### src/rtl/if_fetch_stage_if.sv
// Fetch-stage pipeline interface: redirect/stall controls in,
// registered instruction bundle out toward IF/ID.
interface if_fetch_stage_if;
  logic        stall;
  logic        branch_taken;
  logic [31:0] branch_target;
  logic [31:0] ir;
  logic [31:0] npc;
  logic [31:0] pc;
  logic        valid;

  modport master (
    input  stall,
    input  branch_taken,
    input  branch_target,
    output ir,
    output npc,
    output pc,
    output valid
  );

  modport slave (
    output stall,
    output branch_taken,
    output branch_target,
    input  ir,
    input  npc,
    input  pc,
    input  valid
  );
endinterface

### src/rtl/if_fetch_stage.sv
// Instruction fetch: PC register, word-addressed instruction memory,
// registered ir/npc/valid bundle with branch flush and stall hold.
module if_fetch_stage #(
  parameter int unsigned IMEM_DEPTH = 64,
  parameter logic [31:0] RESET_PC   = 32'h0000_0000,
  localparam int unsigned AW        = $clog2(IMEM_DEPTH)
) (
  input  logic                 clk,
  input  logic                 rst,
  if_fetch_stage_if.master     fe,
  input  logic                 imem_we,
  input  logic [AW-1:0]        imem_waddr,
  input  logic [31:0]          imem_wdata
);

  typedef struct packed {
    logic [31:0] pc;
    logic [31:0] ir;
    logic [31:0] npc;
    logic        valid;
  } fetch_st_t;

  logic [31:0] r_mem [IMEM_DEPTH];
  fetch_st_t   r_st;
  fetch_st_t   w_nxt;
  logic [AW-1:0] w_idx;
  logic        w_oob;
  logic [31:0] w_rdata;
  logic [31:0] w_seq;
  logic [31:0] w_tgt;

  // Async read of the pre-edge array gives old data on read-during-write.
  always_ff @(posedge clk) begin
    if (imem_we) begin
      r_mem[imem_waddr] <= imem_wdata;
    end
  end

  always_comb begin
    w_idx   = r_st.pc[AW+1:2];
    w_oob   = |r_st.pc[31:AW+2];
    w_rdata = r_mem[w_idx];
    w_seq   = r_st.pc + 32'd4;
    w_tgt   = fe.branch_target & ~32'h3;
    w_nxt   = r_st;
    priority case (1'b1)
      fe.branch_taken: begin
        w_nxt.pc    = w_tgt;
        w_nxt.ir    = '0;
        w_nxt.npc   = '0;
        w_nxt.valid = 1'b0;
      end
      fe.stall: begin
        w_nxt = r_st;
      end
      default: begin
        w_nxt.pc    = w_seq;
        w_nxt.ir    = w_oob ? 32'h0 : w_rdata;
        w_nxt.npc   = w_seq;
        w_nxt.valid = 1'b1;
      end
    endcase
  end

  always_ff @(posedge clk) begin
    if (rst) begin
      r_st.pc    <= RESET_PC;
      r_st.ir    <= '0;
      r_st.npc   <= '0;
      r_st.valid <= 1'b0;
    end else begin
      r_st <= w_nxt;
    end
  end

  assign fe.pc    = r_st.pc;
  assign fe.ir    = r_st.ir;
  assign fe.npc   = r_st.npc;
  assign fe.valid = r_st.valid;

endmodule

### src/flat_wrapper.sv
// flat-port wrapper written by rule: the top's interface ports become plain ports
module if_fetch_stage_flat 
#(
  parameter int unsigned IMEM_DEPTH = 64,
  parameter logic [31:0] RESET_PC   = 32'h0000_0000,
  localparam int unsigned AW        = $clog2(IMEM_DEPTH)
)
  (clk, rst, imem_we, imem_waddr, imem_wdata, fe_stall, fe_branch_taken, fe_branch_target, fe_ir, fe_npc, fe_pc, fe_valid);
  if_fetch_stage_if fe_i ();
  input  logic clk;
  input  logic rst;
  input  logic imem_we;
  input  logic [AW-1:0] imem_waddr;
  input  logic [31:0] imem_wdata;
  input wire logic [$bits(fe_i.stall)-1:0] fe_stall;
  input wire logic [$bits(fe_i.branch_taken)-1:0] fe_branch_taken;
  input wire logic [$bits(fe_i.branch_target)-1:0] fe_branch_target;
  output wire logic [$bits(fe_i.ir)-1:0] fe_ir;
  output wire logic [$bits(fe_i.npc)-1:0] fe_npc;
  output wire logic [$bits(fe_i.pc)-1:0] fe_pc;
  output wire logic [$bits(fe_i.valid)-1:0] fe_valid;
  assign fe_i.stall = fe_stall;
  assign fe_i.branch_taken = fe_branch_taken;
  assign fe_i.branch_target = fe_branch_target;
  assign fe_ir = fe_i.ir;
  assign fe_npc = fe_i.npc;
  assign fe_pc = fe_i.pc;
  assign fe_valid = fe_i.valid;
  if_fetch_stage #(.IMEM_DEPTH(IMEM_DEPTH), .RESET_PC(RESET_PC)) u_core (.clk(clk), .rst(rst), .fe(fe_i), .imem_we(imem_we), .imem_waddr(imem_waddr), .imem_wdata(imem_wdata));
endmodule
### config.mk
export PLATFORM = sky130hd
export DESIGN_NAME = if_fetch_stage_flat
export DESIGN_NICKNAME = d
export VERILOG_FILES = /design/src/rtl/if_fetch_stage_if.sv /design/src/rtl/if_fetch_stage.sv /design/src/flat_wrapper.sv
export SDC_FILE = /design/constraint.sdc
export NUM_CORES = 2
export LEC_CHECK = 0
export CELL_PAD_IN_SITES_DETAIL_PLACEMENT = 1
export CELL_PAD_IN_SITES_GLOBAL_PLACEMENT = 2
export CORE_MARGIN = 1
export CORE_UTILIZATION = 36
export DETAILED_ROUTE_END_ITERATION = 8
export PLACE_DENSITY = 0.72
export REMOVE_ABC_BUFFERS = 1
export SLEW_MARGIN = 20
export SYNTH_ARGS = -nofsm -noshare
export SYNTH_HDL_FRONTEND = slang
export SYNTH_SLANG_ARGS = --single-unit
### constraint.sdc
create_clock -name clk -period 8.2 [get_ports clk]
set_input_delay 0.82 -clock clk [delete_from_list [all_inputs] [get_ports clk]]
set_output_delay 0.82 -clock clk [all_outputs]
set_load 0.05 [all_outputs]
# After elaboration in Yosys (flattened, before gate mapping)
# Memories as Yosys holds them, arrays and structs flattened. A register that Yosys moved wholly into a read port is not among the register bits.
# Index checks and enable logic that the tools add are counted.
dict set report word_totals {
  reg_bits 97
  mem_bits_rw 2048
  in_bits 75
  out_inout_bits 97
  wordCells 17
  n_memories 1
}
dict set report op_classes {
  add_sub_neg 1
  n_eq_ne 1
  mux 7
  reduce_logical 2
}
# name words word_bits read_ports rd_ports_with_merged_regs wr line
set mem_list {}
lappend mem_list {u_core.r_mem 64 32 1 1 1 if_fetch_stage.sv:23} ;# logic [31:0] r_mem [IMEM_DEPTH];
# operator n
set ops {}
lappend ops {{$mux W97} 2}
lappend ops {{$add A32 B3 Y32 const B} 1}
lappend ops {{$mux W32} 1}
lappend ops {{$reduce_or A24 Y1} 1}
lappend ops {{$mux W6} 2}
lappend ops {{$mux W1} 2}
lappend ops {{$ne A2 B1 Y1 const B} 1}
lappend ops {{$reduce_or A2 Y1} 1}

# Depth between registers and ports, before layout
dict set report logic_depth {
  word_depth 6
  depth_mapped 12
  ltp_nobuf 7
}

# Least setup slack after synthesis
# OpenSTA, ideal clock, no wires.
dict set report synth_timing {
  path_kind {input to register}
  from {input port imem_waddr[5]}
  to {memory u_core.r_mem[39][0] (enable)}
  setup_time_ns 0.421
  arrival_ns 3.018
  required_ns 7.779
  setup_slack_ns 4.761
  cell_stages 4
  n_path_buf 2
  cell_sequence {clkbuf_1 -> or3b_2 -> clkbuf_1 -> nor2_1}
}
# element line
set synth_rtl {}
lappend synth_rtl {{from (decl)} flat_wrapper.sv:13} ;# input logic [AW-1:0] imem_waddr;
lappend synth_rtl {{to (decl)} if_fetch_stage.sv:23}
# No word-level cell before the write port.

==> run_results.csv <==
group,metric,value,unit
clocking,cts_hold_buf,0,
cells_and_area,area_growth,14.7,%
global_route,grt_first_pass_wirelength,345,mm
worst_hold_path,hold_path.startpoint,"imem_wdata[12]",
global_route,antenna_found_initial,9,
floorplanning,die_width,483,um
setup_path,endpoint,"u_core.fe.ir[26]$_SDFFE_PP0N_",
logic_synthesis,synth_top_family_by_area,"multiplexers",
sta,layout_min_cycle_time,3.92,ns
logic_synthesis,yosys_warnings,0,
global_route,grtUsageMet2,34.6,%
flow_run,cap_violations,0,
global_route,grt_pass1_vias,44263,
logic_synthesis,yosys.area_share.simple,2.87,%
logic_synthesis,synth_fa_ha_area_share,0.0150,%
setup_path,arrival,4.62,ns
sta,tightest_slew,1.20,ns
sta,report.final.slew_viol_count,0,
setup_path,crit_required,8.90,ns
clocking,cts_sinks,2147,
drt,wirelength,251,mm
setup_path,worstSetupEndpointType,"flop",
clocking,insertion_delay,0.86,ns
logic_synthesis,ys_seq_elements,2147,
drt,vias,43347,
sta,relSlewSlack,20.1,%
setup_path,path_max_fanout,40,
floorplanning,design.portCount,172,
logic_synthesis,async_reset_ff_share,0,%
place,gp_congestion,0.767,
clocking,post_cts_buffers,0,
clocking,max-clock-path-buffers,3,
pwr,p_leak,29.0,nW
logic_synthesis,synth_xor_area_share,0.505,%
logic_synthesis,syn_area,83300,um2
setup_path,timing_worst_setup_path_type,"flop to flop",
sta,setup-tns-final,0,ns
global_route,grt_max_degree,102,
logic_synthesis,ys_top_cells_by_area,"edfxtp_1 74%, mux4_2 11%, dfxtp_1 2.4%, mux2i_1 2.0%, mux4_1 1.5%",
drt,drc,0,
floorplanning,fp.dieH,483,um
global_route,met3_usage,3.77,%
floorplanning,row_count,176,
setup_path,ff2ff_path_depth,5,
clocking,cts_buffers,211,
global_route,busiest_layer,"met2",
run_status,status,"completed",
drt,ant_nets,0,
sta,fin_hold_ws,0.365,ns
pwr,ir_drop,0.225,mV
floorplanning,die-area,233000,um2
sta,worst_clock_skew,0.0654,ns
sta,hold_viol,0,
logic_synthesis,yosysTopAreaCellShare,73.8,%
sta,finalCritPeriodShare,47.8,%
logic_synthesis,muxShareOfSynthArea,15.0,%
drt,routedWlPerCell,33.6,um
cells_and_area,layout.nets,4355,
global_route,track_usage,21.3,%
setup_path,rrSetupSlack,4.28,ns
worst_hold_path,min_path_type,"input pin to flop",
floorplanning,core,230000,um2
place,dpl.hpwl,136,mm
global_route,grt_overflow,0,
clocking,cts_resized,0,
logic_synthesis,synth_compound_area_share,3.35,%
place,port_buffers,165,
logic_synthesis,ys_top_cells_by_count,"2048 x edfxtp_1, 417 x mux4_2, 166 x mux2i_1",
logic_synthesis,synthCells,3990,
global_route,globalRouteMet1Util,29.5,%
sta,setup_violations,0,
floorplanning,initial_core_util,36.2,%
logic_synthesis,yosysMostFrequentCell,"edfxtp_1",
drt,drt_iter0_drc,5515,
logic_synthesis,synth-seq-area-share,76.2,%
logic_synthesis,synth_top_area_cell,"edfxtp_1",
logic_synthesis,synthFlopType,"edfxtp_1",
clocking,cts_tree,"done",
sta,timing.fmax,255,MHz
setup_path,cp-start-kind,"flop",
clocking,cts_root_buffer,"clkbuf_16",
clocking,path_clk_slew,0.06,ns
clocking,cts-htree-levels,4,
cells_and_area,drive_gt1_share,22.6,%
pwr,p_per_area,242,nW/um2
pwr,power.total,23.1,mW
logic_synthesis,post_synth.cell_area_avg,20.9,um2
setup_path,r2r_end,"u_core.fe.ir[26]$_SDFFE_PP0N_",
cells_and_area,fill_cells,21781,
drt,via_per_inst,5.79,
logic_synthesis,synth_edf_count,2048,
logic_synthesis,yosys.cell_types.count,77,
sta,rsz0062_at_grt,"false",
drt,firstDrtPassIters,5,
[stage by stage]
stage	setup WS (ns)	util, %	instance area, um2	std cells
detailed placement	3.81	38.5	88600	7089
global placement	3.89	38.5	88600	7089
global route	4.07	41.5	95500	7485
finish	4.28	41.5	95500	7486
floorplan	-17.00	-	81600	3760
CTS	4.12	41.5	95400	7481
[cells in the final DEF (no fill, tap or decap), types with 67 or more instances in the layout]
cell	netlist	layout
mux4_2	417	417
nand2_1	142	142
dfxtp_1	99	93
nor2_1	158	89
buf_4	25	153
clkbuf_16	0	213
clkdlybuf4s50_1	0	132
a21oi_1	67	67
edfxtp_1	2048	2048
mux2i_1	166	166
a22oi_1	76	76
[logic make-up (layout without fill, tap and decap cells)]
group	after synthesis	after routing
other cells	1	6
flops	2147	2147
compound gates	404	404
simple gates	503	503
buf+inv	238	703
xor+xnor	48	48
fa+ha+maj	1	1
mux	648	648
[flip-flops by register name (all words and copies together) (netlist names), named ones only]
name             flops
u_core.fe.valid      1
u_core.fe.npc       30
u_core.fe.pc        30
u_core.fe.ir        32
u_core.r_mem      2048
[worst min-delay path by stage]
stage	cells after the start	endpoint	slack, ns
6_report	1	u_core.r_mem[58][12]$_DFFE_PP_	0.36
5_1_grt	1	u_core.r_mem[58][12]$_DFFE_PP_	0.34
4_1_cts	1	u_core.fe.npc[10]$_SDFFE_PP0N_	0.46
3_5_place_dp	1	u_core.fe.npc[15]$_SDFFE_PP0N_	0.45
3_3_place_gp	1	u_core.fe.npc[10]$_SDFFE_PP0N_	0.44
2_1_floorplan	4	u_core.fe.ir[22]$_SDFFE_PP0N_	0.62
[report_power, final]
group	total, mW	leakage [nW]	internal [mW]	switching (mW)
logic	1.31	6.45	0.473	0.834
clock network	9.65	3.33	5.41	4.24
registers	12.2	19.2	12.1	0.0670
total	23.1	29.0	18.0	5.14
[metal layers]
| metal | vias to the layer above | routed length (um) |
|---|---|---|
| met4 | 6 | 7000 |
| met5 | - | 35 |
| met3 | 361 | 19300 |
| met1 | 23700 | 104000 |
| li1 | 17273 | - |
| met2 | 2007 | 121000 |
[cell type report]
| class | count | area (um2) | share of cell area (%) |
|---|---|---|---|
| clock buffers | 258 | 5500 | 5.76 |
| diodes | 2 | 5.00 | 0.00524 |
| flip-flops and latches | 2147 | 63500 | 66.5 |
| clock inverters | 134 | 1300 | 1.36 |
| well taps | 3026 | 3790 | 3.96 |
| inverters | 5 | 18.8 | 0.0197 |
| multi-input cells | 1608 | 18700 | 19.6 |
| repair buffers | 306 | 2720 | 2.85 |
[worst max-delay path, stage by stage (launching register included)]
cell,delay (ns)
dfxtp_4,0.99
buf_4,0.75
mux4_2,0.61
mux4_2,0.53
o22ai_1,0.57
a2111oi_0,0.22
(Power assumes the default switching activity.)
